## config.mk

```make
export PLATFORM = sky130hd
export DESIGN_NAME = fc_stream_driver
export DESIGN_NICKNAME = d
export VERILOG_FILES = /design/src/rtl/fc_stream_pkg.sv /design/src/rtl/fc_result_buffer.sv /design/src/rtl/fc_stream_driver.sv
export SDC_FILE = /design/constraint.sdc
export NUM_CORES = 1
export LEC_CHECK = 0
export CORE_AREA = 2 2 165 329
export DETAILED_ROUTE_END_ITERATION = 8
export DIE_AREA = 0 0 167 331
export PLACE_DENSITY_LB_ADDON = 0.08
export SLEW_MARGIN = 40
export SYNTH_ARGS = -nofsm -noshare
export SYNTH_HDL_FRONTEND = slang
export SYNTH_HIERARCHICAL = 1
export SYNTH_SLANG_ARGS = --single-unit
```

## constraint.sdc

```tcl
create_clock -name clk -period 9.43 [get_ports clk]
set_clock_uncertainty 0.2 [all_clocks]
set_input_delay 1.886 -clock clk [delete_from_list [all_inputs] [get_ports clk]]
set_output_delay 1.886 -clock clk [all_outputs]
set_load 0.01 [all_outputs]
```

## src/rtl/fc_stream_pkg.sv

```systemverilog
// Shared types and defaults for the FC layer streaming driver.
// Holds the run-state encoding, the default layer geometry and the
// saturating latency-counter helper.
package fc_stream_pkg;

   // Default layer geometry: M results, N input elements, T-bit signed data.
   localparam int FC_M  = 16;
   localparam int FC_N  = 8;
   localparam int FC_T  = 16;

   // Width of the run latency counter and of the reported lat_cycles value.
   localparam int LAT_W = 16;

   // Run sequencing: load in IDLE, stream the vector, gather results, report.
   typedef enum logic [1:0] {
      IDLE    = 2'd0,
      SEND    = 2'd1,
      COLLECT = 2'd2,
      DONE    = 2'd3
   } fc_state_t;

   // Increment that sticks at all-ones so a very long run reports the maximum
   // instead of wrapping to a small, misleading number.
   function automatic logic [LAT_W-1:0] lat_sat_inc(input logic [LAT_W-1:0] v);
      logic [LAT_W-1:0] r;
      if (v == {LAT_W{1'b1}}) begin
         r = v;
      end else begin
         r = v + 1'b1;
      end
      return r;
   endfunction

endpackage

```

## src/rtl/fc_result_buffer.sv

```systemverilog
// Result storage for one run: DEPTH x WIDTH, one synchronous write port and
// one registered read port. A read of the address being written in the same
// cycle returns the value stored before that write.
module fc_result_buffer
#(
   parameter  int DEPTH = 16,
   parameter  int WIDTH = 16,
   localparam int AW    = (DEPTH > 1) ? $clog2(DEPTH) : 1
)(
   input  logic             clk,
   input  logic             reset,
   input  logic             wr_en,
   input  logic [AW-1:0]    wr_addr,
   input  logic [WIDTH-1:0] wr_data,
   input  logic [AW-1:0]    rd_addr,
   output logic [WIDTH-1:0] rd_data
);

   // Storage itself is deliberately left without reset; only the read
   // register has a defined value after reset.
   logic [WIDTH-1:0] mem_q [DEPTH];
   logic [WIDTH-1:0] rd_data_q;
   logic [WIDTH-1:0] rd_data_d;

   // Read mux: selects the stored word for the presented address.
   always_comb begin
      rd_data_d = mem_q[rd_addr];
   end

   // Write port: the result lands at the handshake edge.
   always_ff @(posedge clk) begin
      if (wr_en) begin
         mem_q[wr_addr] <= wr_data;
      end
   end

   // Read register: one cycle of latency, cleared by reset.
   always_ff @(posedge clk) begin
      if (reset) begin
         rd_data_q <= '0;
      end else begin
         rd_data_q <= rd_data_d;
      end
   end

   assign rd_data = rd_data_q;

endmodule

```

## src/rtl/fc_stream_driver.sv

```systemverilog
// Initiator-side driver for one fully-connected layer core. The host loads an
// N-element vector while idle and pulses start; the driver streams the vector
// into the layer, gathers M results into a buffer, pulses done and reports the
// number of cycles the run took.
//
// Stream handshake (both ports): a word moves on a rising edge where valid and
// ready are both high. valid is raised from registered state only and never
// waits for ready; once raised, the word stays stable until it is accepted.
// The layer may compute its ready from our valid combinationally.
module fc_stream_driver
   import fc_stream_pkg::*;
#(
   parameter  int M    = FC_M,
   parameter  int N    = FC_N,
   parameter  int T    = FC_T,
   localparam int AW_N = (N > 1) ? $clog2(N) : 1,
   localparam int AW_M = (M > 1) ? $clog2(M) : 1
)(
   input  logic             clk,
   input  logic             reset,
   // host side
   input  logic             host_wr_en,
   input  logic [AW_N-1:0]  host_wr_addr,
   input  logic [T-1:0]     host_wr_data,
   input  logic             start,
   output logic             busy,
   output logic             done,
   output logic             protocol_err,
   output logic [LAT_W-1:0] lat_cycles,
   // layer input stream
   output logic             s_valid,
   input  logic             s_ready,
   output logic [T-1:0]     s_data,
   // layer output stream
   input  logic             r_valid,
   output logic             r_ready,
   input  logic [T-1:0]     r_data,
   // result readback
   input  logic [AW_M-1:0]  rd_addr,
   output logic [T-1:0]     rd_data,
   // run state, exported for observation
   output fc_state_t        dbg_state
);

   localparam logic [AW_N-1:0] SEND_LAST = AW_N'(N - 1);
   localparam logic [AW_M-1:0] RECV_LAST = AW_M'(M - 1);

   fc_state_t        state_q, state_d;
   logic [T-1:0]     vec_q [N];
   logic [T-1:0]     vec_d [N];
   logic [AW_N-1:0]  send_cnt_q, send_cnt_d;
   logic [AW_M-1:0]  recv_cnt_q, recv_cnt_d;
   logic [LAT_W-1:0] lat_cnt_q, lat_cnt_d;
   logic [LAT_W-1:0] lat_cycles_q, lat_cycles_d;
   logic [LAT_W-1:0] lat_inc;
   logic             busy_q, busy_d;
   logic             done_q, done_d;
   logic             s_valid_q, s_valid_d;
   logic             r_ready_q, r_ready_d;
   logic             protocol_err_q, protocol_err_d;
   logic             s_fire;
   logic             r_fire;
   logic             res_wr_en;

   assign lat_inc = lat_sat_inc(lat_cnt_q);
   assign s_fire  = s_valid_q & s_ready;
   assign r_fire  = r_ready_q & r_valid;

   // Next-state logic: sequencing, counters, vector writes, sticky error and
   // the registered handshake/status outputs derived from the next state.
   always_comb begin
      state_d        = state_q;
      vec_d          = vec_q;
      send_cnt_d     = send_cnt_q;
      recv_cnt_d     = recv_cnt_q;
      lat_cnt_d      = lat_cnt_q;
      lat_cycles_d   = lat_cycles_q;
      protocol_err_d = protocol_err_q;
      res_wr_en      = 1'b0;

      unique case (state_q)
         IDLE: begin
            // The vector is only writable while no run is using it.
            if (host_wr_en) begin
               vec_d[host_wr_addr] = host_wr_data;
            end
            if (start) begin
               state_d        = SEND;
               send_cnt_d     = '0;
               recv_cnt_d     = '0;
               lat_cnt_d      = '0;
               protocol_err_d = 1'b0;
            end
         end
         SEND: begin
            lat_cnt_d = lat_inc;
            if (s_fire) begin
               if (send_cnt_q == SEND_LAST) begin
                  send_cnt_d = '0;
                  state_d    = COLLECT;
               end else begin
                  send_cnt_d = send_cnt_q + 1'b1;
               end
            end
         end
         COLLECT: begin
            lat_cnt_d = lat_inc;
            if (r_fire) begin
               res_wr_en = 1'b1;
               if (recv_cnt_q == RECV_LAST) begin
                  recv_cnt_d   = '0;
                  state_d      = DONE;
                  // Capture including this final cycle so lat_cycles is
                  // already valid while done is high.
                  lat_cycles_d = lat_inc;
               end else begin
                  recv_cnt_d = recv_cnt_q + 1'b1;
               end
            end
         end
         DONE: begin
            state_d = IDLE;
         end
         default: begin
            state_d = IDLE;
         end
      endcase

      // A layer result offered while we are not collecting is dropped and
      // flagged; the flag outlives the run until the next accepted start.
      if (r_valid && (state_q != COLLECT)) begin
         protocol_err_d = 1'b1;
      end

      busy_d    = (state_d == SEND) || (state_d == COLLECT);
      done_d    = (state_d == DONE);
      s_valid_d = (state_d == SEND);
      r_ready_d = (state_d == COLLECT);
   end

   // State and output registers; reset aborts any run in progress.
   always_ff @(posedge clk) begin
      if (reset) begin
         state_q        <= IDLE;
         send_cnt_q     <= '0;
         recv_cnt_q     <= '0;
         lat_cnt_q      <= '0;
         lat_cycles_q   <= '0;
         busy_q         <= 1'b0;
         done_q         <= 1'b0;
         s_valid_q      <= 1'b0;
         r_ready_q      <= 1'b0;
         protocol_err_q <= 1'b0;
         for (int i = 0; i < N; i++) begin
            vec_q[i] <= '0;
         end
      end else begin
         state_q        <= state_d;
         send_cnt_q     <= send_cnt_d;
         recv_cnt_q     <= recv_cnt_d;
         lat_cnt_q      <= lat_cnt_d;
         lat_cycles_q   <= lat_cycles_d;
         busy_q         <= busy_d;
         done_q         <= done_d;
         s_valid_q      <= s_valid_d;
         r_ready_q      <= r_ready_d;
         protocol_err_q <= protocol_err_d;
         vec_q          <= vec_d;
      end
   end

   // Element toward the layer comes straight from the vector registers, so it
   // is stable for as long as send_cnt holds during a stall.
   assign s_data       = vec_q[send_cnt_q];
   assign s_valid      = s_valid_q;
   assign r_ready      = r_ready_q;
   assign busy         = busy_q;
   assign done         = done_q;
   assign protocol_err = protocol_err_q;
   assign lat_cycles   = lat_cycles_q;
   assign dbg_state    = state_q;

   fc_result_buffer #(
      .DEPTH (M),
      .WIDTH (T)
   ) u_result_buffer (
      .clk     (clk),
      .reset   (reset),
      .wr_en   (res_wr_en),
      .wr_addr (recv_cnt_q),
      .wr_data (r_data),
      .rd_addr (rd_addr),
      .rd_data (rd_data)
   );

endmodule

```

* Word level (Yosys, flattened, before mapping)
Memories as Yosys holds them, arrays and structs flattened. A register that Yosys moved wholly into a read port is not among the register bits. Cells that the tools add are included. Widths: inputs -> output; s select.
Storage, ports and cells: register bits 174, bits in writable memories 256, bits of input ports 45, output and inout bits 55, logic and storage cells 88, memories 1
Operators by class: add/subtract/negate cells 3, magnitude comparators 3, equality and inequality tests 13, mux-type cells 30, bitwise logic cells 4, reductions and logical operators 16
Memories:
- u_result_buffer.mem_q | depth 16, width 16, rd ports 1, clocked after memory_dff 1, wr ports 1, RTL line fc_result_buffer.sv:21 | logic [WIDTH-1:0] mem_q [DEPTH];
Operators by type and width (count):
- $bwmux 128 | 1
- $mux 16 | 5
- $bmux 16 s3 | 1
- $demux 16 s3 | 1
- $pmux 16 s2 | 1
- $add 16x1->16 const B | 1
- $eq 16x16->1 const B | 1
- $mux 4 | 3
- $mux 2 | 5
- $reduce_bool 2->1 | 5
- $mux 3 | 3
- $reduce_and 3->1 | 3
- $eq 2x2->1 const B | 4
- $ge 4x4->1 const B | 2
- $ne 2x2->1 const B | 4
- $not 3->4 | 2
- $pmux 2 s4 | 1
- $pmux 4 s2 | 1
- $mux 1 | 7
- $pmux 3 s2 | 1
- $reduce_and 2->1 | 3
- $add 4x1->4 const B | 1
- $eq 2x1->1 const B | 2
- $eq 4x4->1 const B | 1
- 8 further kinds | 10

* Logic depth before layout (Yosys ltp)
word-level depth 6, mapped depth 9, depth with buffers taken out 8

* Hierarchy
The synthesis kept the hierarchy.
Modules (own cells, without submodules):
- fc_result_buffer | instances 1, cells an instance 539, area each 10418.7 um2, sequential area each 8007.7 um2
- fc_stream_driver | instances 1, cells an instance 904, area each 7886.3 um2, sequential area each 3483.3 um2

* Worst setup path before layout
OpenSTA, ideal clock, no wires.
kind input to register, start input r_valid, end memory u_result_buffer.mem_q[0][0], enable pin, library setup time 409 ps, arrival time 3767 ps, data required time 8821 ps, slack 5053 ps, cell stages on the path 3, buffers on the path 0, path through and3_1 > or3b_2 > nor3_1
Between the ends: cells in the longest elaborated chain, start to end 5
Ends and longest elaborated chain:
- from (decl) | RTL line fc_stream_driver.sv:35 | input logic r_valid,
- $and 1x1->1 | RTL line fc_stream_driver.sv:67 | assign r_fire = r_ready_q & r_valid;
- $mux 1 | RTL line fc_stream_driver.sv:108 | if (r_fire) begin
- $mux 1 | RTL line fc_stream_driver.sv:81 | unique case (state_q)
- $mux 1 | RTL line fc_result_buffer.sv:32 | if (wr_en) begin
- $mux 1 (not written as such) | RTL line fc_result_buffer.sv:33 | mem_q[wr_addr] <= wr_data;
- to (decl) | RTL line fc_result_buffer.sv:21
Every way passes these cells.

* Final worst setup path
start register send_cnt_q[0], end output s_data[12]
Between the ends: cells in the longest elaborated chain, start to end 4
Ends and longest elaborated chain:
- from (decl) | RTL line fc_stream_driver.sv:51 | logic [AW_N-1:0] send_cnt_q, send_cnt_d;
- from (signal assigned) | RTL line fc_stream_driver.sv:159 | send_cnt_q <= send_cnt_d;
- $not 3->4 (not written as such) | RTL line fc_stream_driver.sv:174 | assign s_data = vec_q[send_cnt_q];
- $bmux 16 s3 | RTL line fc_stream_driver.sv:174
- $mux 16 (not written as such) (2 in series) | RTL line fc_stream_driver.sv:174
- to (decl) | RTL line fc_stream_driver.sv:33 | output logic [T-1:0] s_data,
Every way passes these cells. The select of a mux whose other input is x is not followed.

==> out/qor.yml <==
nNetsFinal: 1562
cts_sinks: 446
critPathMaxStageDelay_ns: 0.67
ys_warn_count: 6
maxSlewHeadroom: 0.427
dpl.hpwl_um: 34000
core_mm2: 0.0526
insertion_delay_ns: 0.58
cts_buffers: 43
crit_required_ns: 7.34
grt_pass1_vias: 12100
synthDominantCellAreaShare: 0.420
r2r_slack_ns: 6.42
grt_util_all_layers: 0.187
initial_core_util: 0.348
leakage_uw: 0.00696
ys_ff_latch: 446
antenna_left: 0
nFillCells: 4952
drive_above_1_share: 0.140
synth-main-ff-cell: "edfxtp_1"
yosys-top-cells-count: "258 x nand2_1, 256 x edfxtp_1, 190 x dfxtp_1, 128 x a21oi_1, 102 x mux2i_1"
status: "finished, final reports clean"
power.density_mw_per_mm2: 193
rsz0062_at_grt: "no"
synthesis.nets: 1499
period_needed_ns: 5.12
synth.distinct_cells: 63
die_y_um: 331
worst_setup_path_end_kind: "output port"
crit_chain: "buf_4 > mux4_2 > mux2_2 > clkdlybuf4s50_1"
clk_pin_slew_worst_paths_ns: 0.06
cts_root_buf: "clkbuf_16"
num_vias: 11600
drc: 0
synthSimpleGateAreaFrac: 0.100
antenna_found_initial: 3
hold_class: "reg -> reg"
finalSetupViolations: 0
grt_overflow: 0
critPathSlowestCell: "dfxtp_2"
synthMuxAreaShare: 0.146
syn_to_final_growth_pct: 17.5
cts_resized: 0
max_freq_mhz: 195
die_w_um: 167
wirelength_um: 51700
synth_edf_count: 256
vdd_ir_drop_max_v: 0.000138
vias_per_cell: 5.25
grt_pass1_wl_um: 77100
wire_per_inst_um: 23.4
drt_iter0_drc: 531
synth_xor_area_frac: 0.00287
setup_tns_ns: 0
worstPathMaxFanout: 20
grt_max_degree: 110
worst_hold_slack_ns: 0.253
synth.largest_area_cell: "edfxtp_1"
rows: 119
worstPathArrival_ns: 3.03
synth_top_family_by_area: "multiplexers"
hold_viol: 0
port_buffers: 99
postCtsSetupBuffers: 0
tightestPinTransition_ns: 0.857
die_area_mm2: 0.0553
synthCells: 1443
cts_tree: "built"
synth_compound_area_frac: 0.0837
ys_top_cells_by_area: "edfxtp_1 42%, dfxtp_1 21%, mux4_2 6.6%, mux2i_1 5.6%, nand2_1 5.3%"
cts.path.max_buffers: 3
syn-mean-instance-area_um2: 12.7
post-route-period-util: 0.543
synthAdderAreaFrac: 0.00752
crit_type: "reg -> out"
htreeDepth: 2
synthArstFlopShare: 0
synth_area_mm2: 0.0183
cap_violations: 0
io_pins: 100
first_pass_iters: 5
n_antenna_cell: 0
cts_hold_buf: 0
drv_slew: 0
gp_congestion: 0.790
yosysMostFrequentCell: "nand2_1"
ys_seq_area_frac: 0.628
startpoint_type: "flop"
==> critical path: cells and delay by family (launching register included) <==
family | cells | cell delay [ns]
multiplexers | 2 | 0.84
flip-flops | 1 | 0.67
buffers and inverters | 2 | 0.93
==> registers in the layout, indices dropped and copies added, names as in the netlist <==
name,cells
busy,1
lat_cycles,16
r_ready,1
protocol_err,1
done,1
recv_cnt_q,4
s_valid,1
dbg_state,2
vec_q,128
lat_cnt_q,16
u_result_buffer/mem_q,256
u_result_buffer/rd_data,16
send_cnt_q,3
==> per-layer routing <==
metal	vias up	GRT usage	wire, µm
met5	-	0	41
met4	6	0.0645	1580
met1	5771	0.189	18200
met2	249	0.377	29700
met3	80	0.0331	2160
li1	5471	-	-
==> per-stage QoR <==
step           std cells   util  setup WS, ns  power (µW)  area, µm²
6_report            2206  0.409          4.31        4160      21500
5_1_grt             2206  0.409          4.15        4300      21500
4_1_cts             2206  0.409          4.22        4230      21500
3_5_place_dp        2126  0.381          4.85        2380      20000
3_3_place_gp        2123  0.379          4.70        2370      19900
2_1_floorplan       1443      -          5.05        2270      18300
==> cells by family after synthesis <==
kind of cell    count (synthesis)
flops                         446
mux                           182
xor+xnor                        6
simple gates                  427
buf+inv                       124
compound gates                247
fa+ha+maj                      11
==> final cells by class <==
cell class | count | area [µm²] | share of cell area
clock buffer | 57 | 1210 | 0.0562
clock inverter | 23 | 280 | 0.0130
inverter | 16 | 60.1 | 0.00279
multi-input combinational | 873 | 6400 | 0.298
sequential | 446 | 11500 | 0.535
tap | 665 | 832 | 0.0387
timing repair buffer | 126 | 1220 | 0.0568
==> placed cells by master (no fill, tap or decap), drive strengths merged, types with 11 or more instances in the layout <==
master,instances
clkinv,12
buf,29
nand2,258
o2111ai,12
nor3,12
clkdlybuf4s50,96
nand3,24
a21oi,128
dfxtp,190
mux2i,102
a311oi,22
o21ai,22
mux4,64
nor2,75
clkbuf,58
edfxtp,256
inv,19
ha,11
mux2,16
a22oi,20
==> path summary, 6_finish.rpt <==
kind / start / cells past startpoint / to
setup reg to reg: dbg_state[0]$_SDFF_PP0_ / 6 / vec_q[118]$_SDFFE_PP0P_
hold reg to reg: vec_q[43]$_SDFFE_PP0P_ / 2 / vec_q[43]$_SDFFE_PP0P_
setup / recovery: send_cnt_q[0]$_SDFFE_PP0P_ / 4 / s_data[12]
hold / removal: vec_q[43]$_SDFFE_PP0P_ / 2 / vec_q[43]$_SDFFE_PP0P_
==> report_power, final <==
| group | switching (µW) | internal, µW |
|---|---|---|
| Sequential | 16.2 | 2070 |
| Combinational | 145 | 93.9 |
| Clock | 776 | 1050 |
No activity file was read; power rests on OpenSTA's default activity.
